File: src/rtl/pcie_trn_pkg.sv
// Shared types and constants for the PCIe TRN transmit arbiter.
//   arb_state_t : arbiter FSM states (IDLE, PKT, CFG)
//   TRN_DW      : TRN data path width in bits
//   TBUF_W      : width of the trn_tbuf_av free-buffer count
package pcie_trn_pkg;

    localparam int TRN_DW = 64;
    localparam int TBUF_W = 6;

    typedef enum logic [1:0] {
        IDLE = 2'd0,
        PKT  = 2'd1,
        CFG  = 2'd2
    } arb_state_t;

endpackage

File: src/rtl/pcie_rr_pick.sv
// Combinational round-robin picker.
//   req   : request vector, one bit per requester
//   ptr   : index searched first; the search wraps past NUM_REQ-1 to 0
//   idx   : first requester with its bit set, at or after ptr
//   found : high when any request bit is set
module pcie_rr_pick #(
    parameter int NUM_REQ = 4,
    parameter int PTR_W   = (NUM_REQ > 1) ? $clog2(NUM_REQ) : 1
) (
    input  logic [NUM_REQ-1:0] req,
    input  logic [PTR_W-1:0]   ptr,
    output logic [PTR_W-1:0]   idx,
    output logic               found
);

    // Rotated view of the request vector: slot gi holds requester (ptr+gi) mod NUM_REQ.
    logic [PTR_W-1:0]   cand [NUM_REQ];
    logic [NUM_REQ-1:0] hit;

    for (genvar gi = 0; gi < NUM_REQ; gi++) begin : g_rot
        logic [PTR_W:0] sum;
        assign sum       = {1'b0, ptr} + (PTR_W+1)'(gi);
        assign cand[gi]  = (sum >= (PTR_W+1)'(NUM_REQ)) ? PTR_W'(sum - (PTR_W+1)'(NUM_REQ))
                                                          : sum[PTR_W-1:0];
        assign hit[gi]   = req[cand[gi]];
    end

    // Scan from the far end so the lowest rotated offset wins.
    always_comb begin
        idx   = '0;
        found = 1'b0;
        for (int k = NUM_REQ - 1; k >= 0; k--) begin
            if (hit[k]) begin
                idx   = cand[k];
                found = 1'b1;
            end
        end
    end

endmodule

File: src/rtl/pcie_trn_tx_arbiter.sv
// Shares the endpoint TRN transmit port among NUM_REQ packet sources, one
// whole TLP at a time, round-robin. Also arbitrates the core's config-TLP
// slot (trn_tcfg_req_n/trn_tcfg_gnt_n) so it never splits a user TLP.
// Ports:
//   trn_clk, trn_reset               : clock, asynchronous active-high reset
//   trn_lnk_up_n                     : link up (active low)
//   req_valid/sof/eof/rem/td         : per-requester beat presentation
//   req_ready                        : per-requester beat accepted
//   trn_t*                           : endpoint TX interface (active-low controls)
//   trn_tdst_rdy_n, trn_tbuf_av      : endpoint flow control
//   trn_tcfg_req_n / trn_tcfg_gnt_n  : config TLP slot handshake
//   abort_count                      : saturating count of link-down aborts
//   pkt_count                        : wrapping count of completed TLPs
module pcie_trn_tx_arbiter
    import pcie_trn_pkg::*;
#(
    parameter int NUM_REQ  = 4,
    parameter int MIN_TBUF = 2
) (
    input  logic                      trn_clk,
    input  logic                      trn_reset,
    input  logic                      trn_lnk_up_n,
    input  logic [NUM_REQ-1:0]        req_valid,
    input  logic [NUM_REQ-1:0]        req_sof,
    input  logic [NUM_REQ-1:0]        req_eof,
    input  logic [NUM_REQ-1:0]        req_rem,
    input  logic [TRN_DW*NUM_REQ-1:0] req_td,
    output logic [NUM_REQ-1:0]        req_ready,
    output logic [TRN_DW-1:0]         trn_td,
    output logic                      trn_tsof_n,
    output logic                      trn_teof_n,
    output logic                      trn_trem_n,
    output logic                      trn_tsrc_rdy_n,
    output logic                      trn_tsrc_dsc_n,
    output logic                      trn_terrfwd_n,
    output logic                      trn_tstr_n,
    input  logic                      trn_tdst_rdy_n,
    input  logic [TBUF_W-1:0]         trn_tbuf_av,
    input  logic                      trn_tcfg_req_n,
    output logic                      trn_tcfg_gnt_n,
    output logic [7:0]                abort_count,
    output logic [15:0]               pkt_count
);

    localparam int PTR_W = (NUM_REQ > 1) ? $clog2(NUM_REQ) : 1;

    arb_state_t       state_reg;
    logic [PTR_W-1:0] gnt_reg;
    logic [PTR_W-1:0] rr_ptr_reg;
    logic [7:0]       abort_count_reg;
    logic [15:0]      pkt_count_reg;

    logic [NUM_REQ-1:0] sof_req;
    logic [PTR_W-1:0]   pick_idx;
    logic               pick_found;
    logic               in_pkt;
    logic               abort;
    logic               beat_ok;
    logic               eof_done;
    logic               start_ok;
    logic [PTR_W-1:0]   next_ptr;

    // Only the first beat of a TLP may win a grant; mid-packet beats are ignored.
    assign sof_req = req_valid & req_sof;

    pcie_rr_pick #(
        .NUM_REQ (NUM_REQ),
        .PTR_W   (PTR_W)
    ) u_pick (
        .req   (sof_req),
        .ptr   (rr_ptr_reg),
        .idx   (pick_idx),
        .found (pick_found)
    );

    assign in_pkt   = (state_reg == PKT);
    assign abort    = in_pkt & trn_lnk_up_n;
    // No beat is accepted in the abort cycle, so the source keeps the rest.
    assign beat_ok  = in_pkt & ~trn_lnk_up_n & req_valid[gnt_reg] & ~trn_tdst_rdy_n;
    assign eof_done = beat_ok & req_eof[gnt_reg];
    assign start_ok = ~trn_lnk_up_n & (trn_tbuf_av >= TBUF_W'(MIN_TBUF)) & pick_found;
    assign next_ptr = (gnt_reg == PTR_W'(NUM_REQ - 1)) ? '0 : gnt_reg + 1'b1;

    always_ff @(posedge trn_clk or posedge trn_reset) begin
        if (trn_reset) begin
            state_reg       <= IDLE;
            gnt_reg         <= '0;
            rr_ptr_reg      <= '0;
            abort_count_reg <= '0;
            pkt_count_reg   <= '0;
        end else begin
            case (state_reg)
                IDLE: begin
                    // Config slot takes priority over a user packet.
                    if (!trn_tcfg_req_n) begin
                        state_reg <= CFG;
                    end else if (start_ok) begin
                        state_reg <= PKT;
                        gnt_reg   <= pick_idx;
                    end
                end
                PKT: begin
                    if (abort) begin
                        state_reg  <= IDLE;
                        rr_ptr_reg <= next_ptr;
                        if (abort_count_reg != 8'hFF) begin
                            abort_count_reg <= abort_count_reg + 8'd1;
                        end
                    end else if (eof_done) begin
                        state_reg     <= IDLE;
                        rr_ptr_reg    <= next_ptr;
                        pkt_count_reg <= pkt_count_reg + 16'd1;
                    end
                end
                CFG: begin
                    if (trn_tcfg_req_n) begin
                        state_reg <= IDLE;
                    end
                end
                default: state_reg <= IDLE;
            endcase
        end
    end

    // Endpoint side mirrors the granted requester while a packet is in flight.
    always_comb begin
        req_ready = '0;
        if (beat_ok) begin
            req_ready[gnt_reg] = 1'b1;
        end
    end

    assign trn_td         = in_pkt ? req_td[int'(gnt_reg)*TRN_DW +: TRN_DW] : '0;
    assign trn_tsof_n     = ~(in_pkt & req_sof[gnt_reg]);
    assign trn_teof_n     = ~(in_pkt & req_eof[gnt_reg]);
    assign trn_trem_n     = in_pkt ? (req_eof[gnt_reg] & ~req_rem[gnt_reg]) : 1'b1;
    assign trn_tsrc_rdy_n = ~(in_pkt & req_valid[gnt_reg]);
    assign trn_tsrc_dsc_n = ~abort;
    assign trn_terrfwd_n  = 1'b1;
    assign trn_tstr_n     = 1'b1;
    assign trn_tcfg_gnt_n = ~((state_reg == CFG) & ~trn_tcfg_req_n);

    assign abort_count = abort_count_reg;
    assign pkt_count   = pkt_count_reg;

endmodule
File: config.mk
export PLATFORM = sky130hd
export DESIGN_NAME = pcie_trn_tx_arbiter
export DESIGN_NICKNAME = d
export VERILOG_FILES = /design/src/rtl/pcie_trn_pkg.sv /design/src/rtl/pcie_rr_pick.sv /design/src/rtl/pcie_trn_tx_arbiter.sv
export SDC_FILE = /design/constraint.sdc
export NUM_CORES = 1
export LEC_CHECK = 0
export CAP_MARGIN = 10
export CORE_AREA = 2 2 148 150
export DETAILED_ROUTE_END_ITERATION = 8
export DIE_AREA = 0 0 150 152
export PLACE_DENSITY = 0.66
export SLEW_MARGIN = 20
export SYNTH_ARGS = -nofsm -noshare
export SYNTH_HDL_FRONTEND = slang
export SYNTH_HIERARCHICAL = 1
export SYNTH_SLANG_ARGS = --single-unit
File: constraint.sdc
create_clock -name trn_clk -period 3.8 [get_ports trn_clk]
set_clock_uncertainty 0.1 [all_clocks]
set_input_delay 0.38 -clock trn_clk [delete_from_list [all_inputs] [get_ports trn_clk]]
set_output_delay 0.38 -clock trn_clk [all_outputs]
set_load 0.005 [all_outputs]
* After elaboration in Yosys (flattened, before gate mapping)
Cells that the tools add are included.
** Storage, ports and cells
- Bits in registers :: 30
- Bits in latches :: 0
- Bits in writable memories :: 0
- ROM bits :: 0
- Bits of input ports :: 283
- Output and inout bits :: 100
- Logic and storage cells :: 106
- Memories kept :: 0
** Operators by class
- Add/sub/neg operators :: 10
- $mul :: 0
- Div/mod/pow operators :: 0
- Magnitude comparators :: 11
- Eq/ne operators :: 7
- Shift-type cells :: 1
- Multiplexer cells :: 42
- Bitwise logic cells :: 22
- Reduce and logical (&&, ||, !) cells :: 8
** Operators by type and width (count)
- variable part select 256 x 9 -> 64 bit :: 1
- 2-to-1 mux 64 bit :: 1
- 2-to-1 mux 2 bit :: 16
- adder 16 x 1 -> 16 bit (second input constant) :: 1
- binary-select mux 1 bit (select 2 bit) :: 8
- < comparator 2 x 3 -> 1 bit (second input constant) :: 5
- 2-to-1 mux 1 bit :: 14
- bitwise AND 1 bit :: 12
- AND reduction 3 bit :: 4
- greater-or-equal comparator 3 bit (second input constant) :: 3
- NOT 1 bit :: 9
- adder 8 x 1 -> 8 bit (second input constant) :: 1
- != test 8 bit (second input constant) :: 1
- subtractor 2 x 1 -> 2 bit (second input constant) :: 4
- adder 2 x 2 -> 3 bit (second input constant) :: 2
- greater-or-equal comparator 6 x 2 -> 1 bit (second input constant) :: 1
- case mux 2 bit (3 select lines) :: 1
- bitwise AND 4 bit :: 1
- equality test 2 bit (second input constant) :: 2
- 2-to-1 mux 4 bit :: 1
- adder 2 x 1 -> 3 bit (second input constant) :: 1
- greater-or-equal comparator 2 x 3 -> 1 bit (second input constant) :: 1
- != test 3 x 1 -> 1 bit (second input constant) :: 1
- != test 3 bit (second input constant) :: 1
- 9 further kinds :: 9

* Depth between registers and ports, before layout
- Depth in word-level cells :: 13
- Gate-level depth with buffers :: 6
- Depth with buffers taken out :: 5

* Cells and area by module
The synthesis kept the hierarchy.
** By module, submodules not included
- pcie_trn_tx_arbiter :: times used 1, cells an instance 294, area an instance 3644.7 um^2, sequential area each 750.7 um^2
- pcie_rr_pick :: times used 1, cells an instance 13, area an instance 77.6 um^2, sequential area each 0.0 um^2

* Least setup slack after synthesis
OpenSTA, ideal clock, no wires.
- Path kind :: flip-flop to output port
- Start point :: register gnt_reg[0]
- End point :: output port trn_trem_n
- Arrival :: 1.723 ns
- Required time :: 3.320 ns
- Setup slack :: 1.597 ns
- Cell stages (with the launch flop) :: 5
- Buffers on the path :: 2
- Path through :: dfrtp_1 buf_2 buf_1 mux4_2 o21ai_0
** On the way
- Word-level cells in the longest chain between the ends :: 5
- Elaborated cells on any way between the ends :: 7
- Those cells by class :: mux (5); bitwise (2)
** RTL lines
- from (decl) :: RTL line pcie_trn_tx_arbiter.sv:48 : logic [PTR_W-1:0] gnt_reg;
- from (signal assigned) :: RTL line pcie_trn_tx_arbiter.sv:99 : gnt_reg <= pick_idx;
- binary-select mux 1 bit (select 2 bit) :: RTL line pcie_trn_tx_arbiter.sv:136 : assign trn_trem_n = in_pkt ? (req_eof[gnt_reg] & ~req_rem[gnt_reg]) : 1'b1;
- 2-to-1 mux 1 bit (implied by the code) :: RTL line pcie_trn_tx_arbiter.sv:136
- NOT 1 bit :: RTL line pcie_trn_tx_arbiter.sv:136
- bitwise AND 1 bit (*) :: RTL line pcie_trn_tx_arbiter.sv:136
- 2-to-1 mux 1 bit (*) :: RTL line pcie_trn_tx_arbiter.sv:136
- to (decl) :: RTL line pcie_trn_tx_arbiter.sv:32 : output logic trn_trem_n,
Every way passes the cells marked *; elsewhere a longest branch is shown, timed or not. The select of a mux whose other input is x is not followed.

* Worst setup path after layout
- Start point :: register gnt_reg[0]
- End point :: output port trn_td[57]
** On the way
- Word-level cells in the longest chain between the ends :: 2
** RTL lines
- variable part select 256 x 9 -> 64 bit :: RTL line pcie_trn_tx_arbiter.sv:133 : assign trn_td = in_pkt ? req_td[int'(gnt_reg)*TRN_DW +: TRN_DW] : '0;
- 2-to-1 mux 64 bit :: RTL line pcie_trn_tx_arbiter.sv:133
- to (decl) :: RTL line pcie_trn_tx_arbiter.sv:29 : output logic [TRN_DW-1:0] trn_td,
Every way passes these cells.

==> metrics.csv <==
stage,metric,value,unit
setup_path,worstSetupPathType,reg2out,
sta,hold_viol_final,0,
synth,syn-cell-area,0.00372,mm^2
final_layout,fin_cells,960,
sta,fin_tns_setup,0,ns
sta,fin_ws,0.615,ns
synth,synth_most_common_cell,mux4_2,
setup_path,end_kind,output port,
setup_path,cp_top_family,flip-flops,
synth,syn-instance-count,307,
floorplanning,die_h,152,um
synth,synth-edff-count,0,
final_layout,postLayoutCoreUtil,37.7,%
synth,ys_dominant_reg_cell,dfrtp_1,
final_layout,drive_gt1_share,15.9,%
place,placedInstanceArea,0.00785,mm^2
pwr,cellPowerDensity,323,mW/mm^2
drt,drt-total-wl,20400,um
floorplanning,start_util,17.4,%
synth,avgSynthCellArea,12.1,um^2
synth,synth_cell_types,42,
run,maxCapViolations,0,
place,dpl.cell_count,947,
final_layout,seqCellArea,758,um^2
floorplanning,dieArea,0.0228,mm^2
drt,vias,4240,
sta,max_freq,314,MHz
global_route,grt_pass1_wl,29400,um
place,port_buffers,379,
place,gp_congestion,0.809,
synth,synth-seq-cells,30,
synth,synth_area_leaders,"mux4_2 42%, dfrtp_1 20%, and2_1 11%",
cts,cts_sinks,30,
final_layout,nFillCells,2143,
floorplanning,fp.dieW,150,um
global_route,grt_usage,17.1,%
cts,cts_max_path_buffers,2,
floorplanning,io-pin-count,383,
sta,rsz0062_at_grt,false,
setup_path,cp_num_buf_inv,2,
setup_path,crit_fanout,32,
cts,cts_tree,built,
drt,antenna_left,0,
cts,h-tree-depth,2,
global_route,antenna_found_initial,8,
place,dp_hpwl,17100,um
sta,tightest_slew,0.674,ns
setup_path,cpMaxStageDelayCell,dfrtp_4,
pwr,peakVddDrop,231,uV
global_route,overflow,0,
global_route,grt_max_degree,44,
final_layout,final_net_count,963,
cts,cts_resized,0,
sta,final.min_clock_period,3.19,ns
synth,synth_common_cells,"69 x mux4_2, 68 x and2_1, 30 x dfrtp_1, 17 x xor2_1, 15 x nand2_1",
floorplanning,fp.coreArea,0.0214,mm^2
final_layout,area.growth.synth_to_final,116,%
drt,drtIter0Drc,123,
drt,firstDrtPassIters,5,
final_layout,fin_area,0.00806,mm^2
sta,drv_slew,0,
global_route,grt_pass1_vias,4599,
setup_path,slowest_delay,0.85,ns
setup_path,worstSetupStartpointType,register,
final_layout,largest_reg_flops,16,
place,post-place-ws,0.848,ns
synth,ys_warn_count,6,
sta,relSlewSlack,55.1,%
setup_path,crit_chain,"buf_12, mux4_2, and2_1, clkdlybuf4s50_1",
setup_path,arrival,2.71,ns
cts,clk_latency,0.27,ns
setup_path,cp.required,3.32,ns
sta,setup_viol,0,
status,status,"complete, no violations",
synth,ys_seq_area_share,20.2,%
cts,cts_buffers,5,
cts,hold_buffers,0,
floorplanning,rows,54,
synth,synth_top_area_share,41.7,%
drt,post_drt_wl_per_cell,21.3,um
sta,finalCritPeriodShare,83.8,%
drt,routed_via_density,4.42,
synth,yosys.area.top_type,mux4_2,
drt,drc_errors,0,
pwr,leakage,2.97,nW
worst_hold_path,hold_path_class,reg2reg,
cts,root_buffer,clkbuf_16,
cts,post_cts_buffers,0,
synth,async_flop_share,100,%
final_layout,multiInputGateArea,0.00285,mm^2
cts,clk_pin_slew,0.06,ns
where the power goes:
group	switching [mW]	total, mW	leakage (nW)	internal [mW]
registers	0.184	0.550	0.402	0.366
clock network	0.142	0.536	0.0971	0.393
logic	0.515	1.52	2.47	1.00
total	0.841	2.60	2.97	1.76
layout by cell type, fill, tap and decap left out, types with 2 or more instances in the layout:
master,Yosys,final
conb_1,1,2
bufinv_16,0,2
and4_1,3,3
and2_1,68,68
nand3_1,7,7
dfrtp_1,30,28
nand2_1,15,15
clkbuf_16,0,5
mux2_2,6,6
nor3b_2,2,2
nor3_2,7,7
mux4_2,69,69
ha_1,6,6
nor3b_1,2,2
inv_1,3,3
and3_1,6,6
buf_12,0,3
xnor2_1,5,5
nor2_1,8,8
nand2b_1,3,3
clkdlybuf4s50_1,0,379
nand4_1,3,3
buf_4,2,3
xor2_1,17,17
nor4b_2,3,3
diode_2,0,5
dfrtp_4,0,2
per-layer routing:
layer  part of all wire (%)  vias to the layer above  track usage (%)
met4                   0.91                        6             2.47
met1                     42                     2094             22.1
met2                     46                      205             28.0
met5                   0.22                        -                0
li1                       -                     1919                -
met3                     10                       16             6.31
per-stage QoR:
| stage | total power [mW] | hold slack, ns |
|---|---|---|
| 2_1_floorplan | 1.40 | 0.352 |
| 3_3_place_gp | 2.10 | 0.359 |
| 3_5_place_dp | 2.09 | 0.361 |
| 4_1_cts | 2.65 | 0.372 |
| 5_1_grt | 2.77 | 0.394 |
| 6_report | 2.60 | 0.372 |
logic make-up (layout without fill, tap and decap cells):
kind of cell	count (synthesis)	count (layout)	synth area share, %
xor gates and xnor gates	22	22	5.18
AOI/OAI and AO/OA	9	9	1.81
adders and majority gates	6	6	2.02
DFF	30	30	20.2
buffers and inverters	30	397	3.70
other	1	7	0.101
and+or+nand+nor	133	133	23.2
muxes	76	76	43.8
final timing paths:
path / slack, ns / endpoint / startpoint / cells after the start
worst max register to register: 1.02 / pkt_count[1] / gnt_reg[0] / 5
worst min register to register: 0.37 / pkt_count[15] / pkt_count[15] / 1
max in group asynchronous: 2.90 / gnt_reg[0] / trn_reset / 3
worst min-delay path: 0.37 / pkt_count[15] / pkt_count[15] / 1
min in group asynchronous: 0.38 / abort_count[6] / trn_reset / 3
worst max-delay path: 0.61 / trn_td[57] / gnt_reg[0] / 4
worst register-to-register path: stages (launching register included):
cell and delay [ns]:
dfrtp_4 0.85, buf_12 0.25, inv_2 0.07, mux4_2 0.67, nor2_1 0.35, mux2_2 0.37
cell type report:
| class | instances | area share [%] |
|---|---|---|
| repair buffers | 385 | 48.1 |
| multi-input cells | 248 | 35.3 |
| flip-flops and latches | 30 | 9.41 |
| well taps | 280 | 4.35 |
| clock buffers | 6 | 1.72 |
| clock inverters | 2 | 0.745 |
| inverters | 4 | 0.186 |
| diodes | 5 | 0.155 |
Power figures use the tool's default switching activity.
